### config.mk
export PLATFORM = sky130hd
export DESIGN_NAME = ok_trigger_dispatch_flat
export DESIGN_NICKNAME = d
export VERILOG_FILES = /design/src/rtl/ok_trigger_dispatch_pkg.sv /design/src/rtl/ok_trigger_dispatch_if.sv /design/src/rtl/ok_trigger_dispatch_prio_enc.sv /design/src/rtl/ok_trigger_dispatch.sv /design/src/flat_wrapper.sv
export SDC_FILE = /design/constraint.sdc
export NUM_CORES = 1
export LEC_CHECK = 0
export CORE_UTILIZATION = 44
export CTS_BUF_LIST = sky130_fd_sc_hd__clkbuf_4 sky130_fd_sc_hd__clkbuf_8
export DETAILED_ROUTE_END_ITERATION = 6
export PLACE_DENSITY = 0.84
export SKIP_LAST_GASP = 1
export SYNTH_ARGS = -nofsm -noshare
export SYNTH_HDL_FRONTEND = slang
export SYNTH_SLANG_ARGS = --single-unit
### constraint.sdc
create_clock -name ep_clk -period 2.7 [get_ports ep_clk]
set_input_delay 0.54 -clock ep_clk [delete_from_list [all_inputs] [get_ports ep_clk]]
set_output_delay 0.54 -clock ep_clk [all_outputs]
set_load 0.03 [all_outputs]
### src/rtl/ok_trigger_dispatch_pkg.sv
// Shared types and helpers for the trigger dispatch block.
// Holds the FSM encoding and the width-check function.
package ok_trig_pkg;

  typedef enum logic [1:0] {
    IDLE    = 2'd0,
    ISSUE   = 2'd1,
    HOLDOFF = 2'd2
  } trig_state_t;

  localparam int TRIG_W_DEF = 32;

  function automatic int clog2_min1(input int n);
    int r;
    r = 0;
    while ((1 << r) < n) r++;
    return (r < 1) ? 1 : r;
  endfunction

endpackage

### src/rtl/ok_trigger_dispatch_if.sv
// Command handshake between the dispatcher and user logic.
// The master drives valid/id and the slave returns ready.
interface ok_trigger_dispatch_if #(
  parameter int ID_W = 5
);
  logic            cmd_valid;
  logic            cmd_ready;
  logic [ID_W-1:0] cmd_id;

  modport master (
    output cmd_valid,
    output cmd_id,
    input  cmd_ready
  );

  modport slave (
    input  cmd_valid,
    input  cmd_id,
    output cmd_ready
  );
endinterface

### src/rtl/ok_trigger_dispatch_prio_enc.sv
// Lowest-set-bit priority encoder.
// Gives index and one-hot of the winning bit.
module ok_trig_prio_enc #(
  parameter int TRIG_W = 32,
  parameter int ID_W   = 5
) (
  input  logic [TRIG_W-1:0] in,
  output logic              any,
  output logic [ID_W-1:0]   idx,
  output logic [TRIG_W-1:0] onehot
);

  always_comb begin
    any = |in;
    idx = '0;
    for (int i = TRIG_W - 1; i >= 0; i--) begin
      if (in[i]) idx = ID_W'(i);
    end
  end

  assign onehot = in & (~in + TRIG_W'(1));

endmodule

### src/rtl/ok_trigger_dispatch.sv
// Serialises Trigger In pulses into one-at-a-time command ids.
// Pending/overflow tracking plus an optional post-accept holdoff.
module ok_trigger_dispatch
  import ok_trig_pkg::*;
#(
  parameter int TRIG_W         = TRIG_W_DEF,
  parameter int ID_W           = 5,
  parameter int HOLDOFF_CYCLES = 0
) (
  input  logic                  ep_clk,
  input  logic                  ti_reset,
  input  logic [TRIG_W-1:0]     ep_trigger,
  input  logic [TRIG_W-1:0]     ovf_clear,
  ok_trigger_dispatch_if.master cmd,
  output logic [TRIG_W-1:0]     pending,
  output logic [TRIG_W-1:0]     overflow,
  output logic                  busy
);

  if (ID_W != clog2_min1(TRIG_W)) begin : g_id_chk
    $error("ID_W must equal clog2(TRIG_W)");
  end

  trig_state_t state, state_n;
  logic [7:0]        cnt, cnt_n;
  logic              valid_q, valid_n;
  logic [ID_W-1:0]   id_q;
  logic              load;
  logic [TRIG_W-1:0] cand;
  logic              any;
  logic [ID_W-1:0]   sel;
  logic [TRIG_W-1:0] sel_oh;
  logic              accept;

  assign cand   = pending | ep_trigger;
  assign accept = valid_q & cmd.cmd_ready;

  ok_trig_prio_enc #(
    .TRIG_W (TRIG_W),
    .ID_W   (ID_W)
  ) u_enc (
    .in     (cand),
    .any    (any),
    .idx    (sel),
    .onehot (sel_oh)
  );

  always_comb begin
    state_n = state;
    cnt_n   = cnt;
    valid_n = valid_q;
    load    = 1'b0;
    unique case (state)
      IDLE: begin
        if (any) begin
          load    = 1'b1;
          valid_n = 1'b1;
          state_n = ISSUE;
        end
      end
      ISSUE: begin
        if (accept) begin
          if (HOLDOFF_CYCLES > 0) begin
            state_n = HOLDOFF;
            cnt_n   = 8'(HOLDOFF_CYCLES - 1);
            valid_n = 1'b0;
          end else if (any) begin
            load = 1'b1;
          end else begin
            state_n = IDLE;
            valid_n = 1'b0;
          end
        end
      end
      HOLDOFF: begin
        // Reload straight from the last holdoff cycle so valid is
        // low for exactly HOLDOFF_CYCLES cycles.
        if (cnt == 8'd0) begin
          if (any) begin
            load    = 1'b1;
            valid_n = 1'b1;
            state_n = ISSUE;
          end else begin
            state_n = IDLE;
          end
        end else begin
          cnt_n = cnt - 8'd1;
        end
      end
      default: begin
        state_n = IDLE;
        valid_n = 1'b0;
      end
    endcase
  end

  always_ff @(posedge ep_clk or posedge ti_reset) begin
    if (ti_reset) begin
      state    <= IDLE;
      cnt      <= '0;
      valid_q  <= 1'b0;
      id_q     <= '0;
      pending  <= '0;
      overflow <= '0;
    end else begin
      state    <= state_n;
      cnt      <= cnt_n;
      valid_q  <= valid_n;
      if (load) id_q <= sel;
      pending  <= cand & ~(load ? sel_oh : '0);
      overflow <= (ep_trigger & pending) | (overflow & ~ovf_clear);
    end
  end

  assign cmd.cmd_valid = valid_q;
  assign cmd.cmd_id    = id_q;
  assign busy          = (state != IDLE) || (pending != '0);

endmodule

### src/flat_wrapper.sv
// flat-port wrapper written by rule: the top's interface ports become plain ports
module ok_trigger_dispatch_flat import ok_trig_pkg::*;
#(
  parameter int TRIG_W         = TRIG_W_DEF,
  parameter int ID_W           = 5,
  parameter int HOLDOFF_CYCLES = 0
)
  (ep_clk, ti_reset, ep_trigger, ovf_clear, pending, overflow, busy, cmd_cmd_valid, cmd_cmd_id, cmd_cmd_ready);
  ok_trigger_dispatch_if #(.ID_W(ID_W)) cmd_i ();
  input  logic ep_clk;
  input  logic ti_reset;
  input  logic [TRIG_W-1:0] ep_trigger;
  input  logic [TRIG_W-1:0] ovf_clear;
  output logic [TRIG_W-1:0] pending;
  output logic [TRIG_W-1:0] overflow;
  output logic busy;
  output wire logic [$bits(cmd_i.cmd_valid)-1:0] cmd_cmd_valid;
  output wire logic [$bits(cmd_i.cmd_id)-1:0] cmd_cmd_id;
  input wire logic [$bits(cmd_i.cmd_ready)-1:0] cmd_cmd_ready;
  assign cmd_cmd_valid = cmd_i.cmd_valid;
  assign cmd_cmd_id = cmd_i.cmd_id;
  assign cmd_i.cmd_ready = cmd_cmd_ready;
  ok_trigger_dispatch #(.TRIG_W(TRIG_W), .ID_W(ID_W), .HOLDOFF_CYCLES(HOLDOFF_CYCLES)) u_core (.ep_clk(ep_clk), .ti_reset(ti_reset), .ep_trigger(ep_trigger), .ovf_clear(ovf_clear), .cmd(cmd_i), .pending(pending), .overflow(overflow), .busy(busy));
endmodule
Word level (Yosys, flattened, before mapping)
Cells that the tools add are included.
{"block": "word_totals", "ff_bits": 80, "latchBits": 0, "ramBits": 0, "romBits": 0, "in_bits": 67, "out_inout_bits": 71, "word_cells": 82, "memories": 0}
{"block": "op_classes", "add_sub_neg": 2, "multipliers": 0, "n_div": 0, "n_lt_le_gt_ge": 0, "n_eq_ne": 6, "shift": 0, "n_mux": 48, "n_bitwise": 11, "n_reduce_logical": 9}
{"op": "$mux 5", "n": 32}
{"op": "$and 32x32->32", "n": 4}
{"op": "$not 32->32", "n": 3}
{"op": "$or 32x32->32", "n": 2}
{"op": "$add 32x1->32 const B", "n": 1}
{"op": "$mux 32", "n": 1}
{"op": "$reduce_bool 32->1", "n": 1}
{"op": "$reduce_or 32->1", "n": 1}
{"op": "$logic_not 8->1", "n": 1}
{"op": "$mux 1", "n": 8}
{"op": "$mux 2", "n": 4}
{"op": "$sub 8x1->8 const B", "n": 1}
{"op": "$ne 2x1->1 const B", "n": 3}
{"op": "$pmux 1 s3", "n": 2}
{"op": "$pmux 2 s3", "n": 1}
{"op": "$reduce_and 4->1", "n": 1}
{"op": "$reduce_and 3->1", "n": 1}
{"op": "$eq 2x1->1 const B", "n": 1}
{"op": "$eq 2x2->1 const B", "n": 1}
{"op": "$logic_not 2->1", "n": 1}
{"op": "$ne 2x2->1 const B", "n": 1}
{"op": "$reduce_and 2->1", "n": 1}
{"op": "$reduce_bool 2->1", "n": 1}
{"op": "$and 1x1->1", "n": 1}
{"op": "other kinds (2)", "n": 2}

Depth between registers and ports, before layout
Gate-level depths: netlist of run 1.
{"block": "logic_depth", "depth_word": 33, "depth_mapped": 7, "depth_no_buf": 7}

By module
Synthesis of run 1 repeated with hierarchy kept, for this count alone.
{"block": "unflattened", "cells_unflattened": 374, "area_unflattened_um2": 3704.8}
{"module": "ok_trigger_dispatch", "instances": 1, "cells_each": 260, "area_each_um2": 2967.8, "seq_area_each_um2": 1776.7}
{"module": "ok_trig_prio_enc", "instances": 1, "cells_each": 114, "area_each_um2": 737.0, "seq_area_each_um2": 0.0}

Least setup slack after synthesis of run 1
OpenSTA, ideal clock, no wires.
{"block": "synth_path", "path_type": "register to register", "start": "register u_core.pending[26]", "end": "register u_core.state[0]", "setup_time_ps": 125, "arrival_time_ps": 2121, "required_ps": 2575, "slack_ps": 454, "path_stages_with_launch": 8, "path_buffers": 0, "synth_period_minus_slack_ps": 2246, "path_cell_list": "dfrtp_1 > nor4_2 > nand4_2 > nor4_4 > inv_1 > ha_1 > xnor2_1 > nand2_1"}
{"block": "synth_between", "elab_chain_cells": 5, "word_cells_on_any_way": 8, "classes_between": "2 x eq/ne; 3 x mux; 1 x bitwise; 2 x reduce/logical"}
{"element": "start: declaration", "line_no": "ok_trigger_dispatch.sv:15", "source": "output logic [TRIG_W-1:0] pending,"}
{"element": "start signal: assignment", "line_no": "ok_trigger_dispatch.sv:110", "source": "pending <= cand & ~(load ? sel_oh : '0);"}
{"element": "$or 32x32->32 (*)", "line_no": "ok_trigger_dispatch.sv:35", "source": "assign cand = pending | ep_trigger;"}
{"element": "$reduce_or 32->1 (*)", "line_no": "ok_trigger_dispatch_prio_enc.sv:14", "source": "any = |in;"}
{"element": "$mux 1", "line_no": "ok_trigger_dispatch.sv:79", "source": "if (any) begin"}
{"element": "$mux 2", "line_no": "ok_trigger_dispatch.sv:78", "source": "if (cnt == 8'd0) begin"}
{"element": "$pmux 2 s3", "line_no": "ok_trigger_dispatch.sv:53", "source": "unique case (state)"}
{"element": "end signal: assignment", "line_no": "ok_trigger_dispatch.sv:106", "source": "state <= state_n;"}
{"element": "end: declaration", "line_no": "ok_trigger_dispatch.sv:24", "source": "trig_state_t state, state_n;"}
Every way passes the cells marked *; elsewhere a longest branch is shown, timed or not. The select of a mux whose other input is x is not followed.
A chain may end at the register's enable or synchronous reset.

Final worst setup path of run 1
{"block": "layout_path", "start": "register u_core.pending[30]", "end": "output port busy"}
{"block": "layout_between", "elab_chain_cells": 2}
{"element": "$reduce_bool 32->1", "line_no": "ok_trigger_dispatch.sv:117", "source": "assign busy = (state != IDLE) || (pending != '0);"}
{"element": "$logic_or 1x1->1", "line_no": "ok_trigger_dispatch.sv:117"}
{"element": "end: declaration", "line_no": "flat_wrapper.sv:16", "source": "output logic busy;"}
Every way passes these cells.

==> impl_metrics.py, run 1 <==
metrics = {
    "power_and_ir_drop": {
        "powerDensity_mw_per_mm2": 439,
        "vdd_ir_drop_max_mv": 0.294,
        "internal-power_uw": 1760,
        "pwr-share-clk": 0.358,
        "p_leak_uw": 0.00224,
        "p_switching_uw": 583,
        "seqPwrFrac": 0.482,
        "swShare": 0.249,
        "p_comb_frac": 0.160,
        "total_power_uw": 2340,
    },
    "cts": {
        "htree_levels": 3,
        "clock_sinks": 71,
        "cts_tree": "built",
        "clock-root-buffer": "clkbuf_8",
        "post-cts-setup-buffers": 0,
        "cts_buffers": 9,
        "clockBufferDepth": 2,
        "clkLatencyLatePin_ns": 0.34,
        "clkTransAtPathRegs_ns": 0.07,
    },
    "floorplan": {
        "ios": 138,
        "start_util": 0.457,
        "fp.dieW_um": 89.0,
        "die_h_um": 89.0,
        "dieArea_mm2": 0.00792,
        "num_rows": 31,
        "core-area_mm2": 0.00729,
    },
    "worst_setup_path": {
        "reg2reg_to": "u_core.state[0]",
        "crit_arrival_ns": 2.04,
        "rr_worst_depth": 8,
        "rrSetupSlack_ns": 0.52,
        "crit_path_max_fanout": 2,
        "r2r_start": "u_core.pending[4]",
        "start_kind": "flip-flop",
        "crit_required_ns": 2.16,
        "worstSetupEndpointType": "output port",
        "worstSetupPathType": "reg -> out",
    },
    "final_layout": {
        "fin_nets": 605,
        "drive_above_1_share": 0.141,
        "final_area_mm2": 0.00534,
        "diodes": 0,
        "synthToLayoutAreaGrowth_pct": 60.3,
        "fin_util": 0.732,
    },
    "grt": {
        "grt_overflow": 0,
        "grt_pass1_vias": 3359,
        "grt_start_max_net_pins": 50,
        "antenna_found_initial": 0,
        "gr-usage-all-layers": 0.266,
        "grt_pass1_wl_um": 15900,
    },
    "drt": {
        "wire_per_inst_um": 15.8,
        "drt_iter0_markers": 202,
        "routed_via_density": 5.39,
        "drc": 0,
        "firstDrtPassIters": 4,
        "wirelength_um": 10100,
        "ant_nets": 0,
        "num_vias": 3444,
    },
    "place": {
        "placed_cell_area_mm2": 0.00515,
        "io_buffers": 137,
        "place_congestion": 0.852,
        "dpl.hpwl_um": 7830,
    },
    "run": {
        "maxCapViolCount": 0,
    },
    "timing": {
        "fmax_mhz": 388,
        "period_needed_ns": 2.58,
        "slew_headroom": 0.577,
        "setup_tns_ns": 0,
        "rsz0062_at_grt": "false",
        "finalSetupViolations": 0,
        "slew_viol_final": 0,
        "worst_pin_slew_ns": 0.634,
        "hold_violations": 0,
        "period_share": 0.954,
        "skew_ns": 0.00389,
        "hold_ws_ns": 0.503,
    },
    "logic_synthesis": {
        "netlist_area_mm2": 0.00333,
        "synth-simple-area-share": 0.248,
        "synthAdderAreaFrac": 0.00376,
        "synth_enable_flop_cells": 0,
        "synth_nets": 415,
        "ys_ff_latch": 71,
        "synth_top_family_by_area": "simple AND/OR/NAND/NOR gates",
        "synth_warnings": 0,
        "ys_seq_area_frac": 0.533,
        "muxShareOfSynthArea": 0,
        "synth_cell_type_count": 39,
        "ys.flop_type": "dfrtp_1",
        "syn_avg_cell_area_um2": 9.60,
        "synth_compound_area_frac": 0.172,
        "synth-async-reset-ratio": 1.00,
        "synth_xor_area_frac": 0.00263,
        "synthCells": 347,
    },
    "min_path": {
        "hp-class": "reg -> reg",
        "hold_start": "u_core.cmd.cmd_id[4]",
        "holdPathStages": 1,
        "hold_end": "u_core.cmd.cmd_id[4]",
    },
    "outcome": {
        "status": "complete, no violations",
    },
}
-- critical path, stage by stage, from the launching register on --
cell	delay (ns)
dfrtp_1	0.38
nor4_1	0.37
nand4_1	0.22
nor4_1	0.27
nand2_1	0.08
dlygate4sd2_1	0.37
-- worst max path at each step --
stage	from	cells past startpoint	end	slack, ns
2_1_floorplan	ti_reset	1	u_core.cmd.cmd_id[0]	0.36
3_5_place_dp	ep_trigger[4]	8	u_core.state[0]	-0.05
5_1_grt	u_core.pending[30]	5	busy	0.002
4_1_cts	u_core.pending[11]	5	busy	0.07
3_3_place_gp	ep_trigger[4]	8	u_core.state[0]	0.01
6_report	u_core.pending[30]	5	busy	0.12
-- cell usage after synthesis (2+ instances only) --
cell type	instances	area [um2]
nand4_2	2	25.0
nor3_2	2	20.0
o31ai_1	4	30.0
a21oi_1	16	80.1
a21boi_0	2	15.0
nand3_1	3	15.0
nand2_1	46	173
nand4_1	4	25.0
a31oi_1	10	62.6
a21o_1	2	15.0
inv_1	35	131
nor4_4	5	106
o21ai_0	41	205
nor2_1	45	169
a41oi_1	3	26.3
dfrtp_1	71	1780
o311a_1	4	40.0
and2_1	3	18.8
o211ai_1	3	22.5
nor4_2	7	87.6
or4_1	5	37.5
nor4_1	16	100
and3_1	2	12.5
-- state kept, by name (all words and copies together), names as in the netlist --
register,flops
u_core.pending,32
u_core.cmd.cmd_id,5
u_core.overflow,32
u_core.state,1
u_core.cmd.cmd_valid,1
-- metal layers --
metal | GRT usage | share of wire | up-vias
met4 | 0.0996 | 0.014 | 0
met2 | 0.433 | 0.48 | 148
met3 | 0.0480 | 0.072 | 14
met1 | 0.358 | 0.44 | 1646
li1 | - | - | 1636
met5 | 0 | 0 | -
-- area by class of cell --
cell class	instances	area, um2
Multi-Input combinational cell	240	1430
Sequential cell	71	1780
Timing Repair Buffer	180	1690
Tap cell	99	124
Fill cell	556	1950
Clock buffer	13	160
Clock inverter	1	30.0
Inverter	35	131
-- repair_timing --
action                                  in CTS  in global routing
gates cloned                                 0                  0
resized for setup                            1                  1
endpoints found under the setup margin       1                  1
hold buffers                                 0                  0
-- per-stage QoR --
stage,setup slack [ns],std cells
after floorplan,0.363,347
after global placement,0.0108,625
after detailed placement,-0.0481,625
after CTS,0.0745,639
after global routing,0.00160,639
final,0.124,639
-- power by group through the flow --
stage                     clock network [uW]  logic, uW  registers [uW]
final                                    839        376            1130
after global routing                     899        405            1130
after global placement                     0        368            1150
after detailed placement                   0        376            1150
after CTS                                848        379            1130
after floorplan                            0       59.8            1230
-- cell families after synthesis --
kind of cell / Yosys count
simple gates: 145
flops: 71
compound gates: 93
fa+ha+maj: 1
buf+inv: 36
xor+xnor: 1
-- placed cells by master (no fill, tap or decap), drive strengths merged, types with 4 or more instances in the layout --
master	instances
clkdlybuf4s50	136
dfrtp	71
nand2	46
nor2	45
buf	43
o21ai	41
inv	35
nor4	28
a21oi	16
clkbuf	13
a31oi	10
nand4	6
or4	5
o311a	4
o31ai	4
and2	4
nand3	4
(Power assumes the default switching activity.)
==> inputs of run 2 (changes only) <==
--- a/config.mk
+++ b/config.mk
@@ -5,11 +5,12 @@
 export SDC_FILE = /design/constraint.sdc
 export NUM_CORES = 1
 export LEC_CHECK = 0
+export CAP_MARGIN = 40
 export CORE_UTILIZATION = 44
 export CTS_BUF_LIST = sky130_fd_sc_hd__clkbuf_4 sky130_fd_sc_hd__clkbuf_8
 export DETAILED_ROUTE_END_ITERATION = 6
 export PLACE_DENSITY = 0.84
-export SKIP_LAST_GASP = 1
+export SLEW_MARGIN = 20
 export SYNTH_ARGS = -nofsm -noshare
 export SYNTH_HDL_FRONTEND = slang
 export SYNTH_SLANG_ARGS = --single-unit
==> results of run 2 <==
Final layout, timing and power as in run 1 (identical DEF).
==> inputs of run 3 (changes only) <==
--- a/config.mk
+++ b/config.mk
@@ -14,3 +14,4 @@
 export SYNTH_ARGS = -nofsm -noshare
 export SYNTH_HDL_FRONTEND = slang
 export SYNTH_SLANG_ARGS = --single-unit
+export TNS_END_PERCENT = 20
==> results of run 3 <==
Final layout, timing and power as in run 1 (identical DEF).
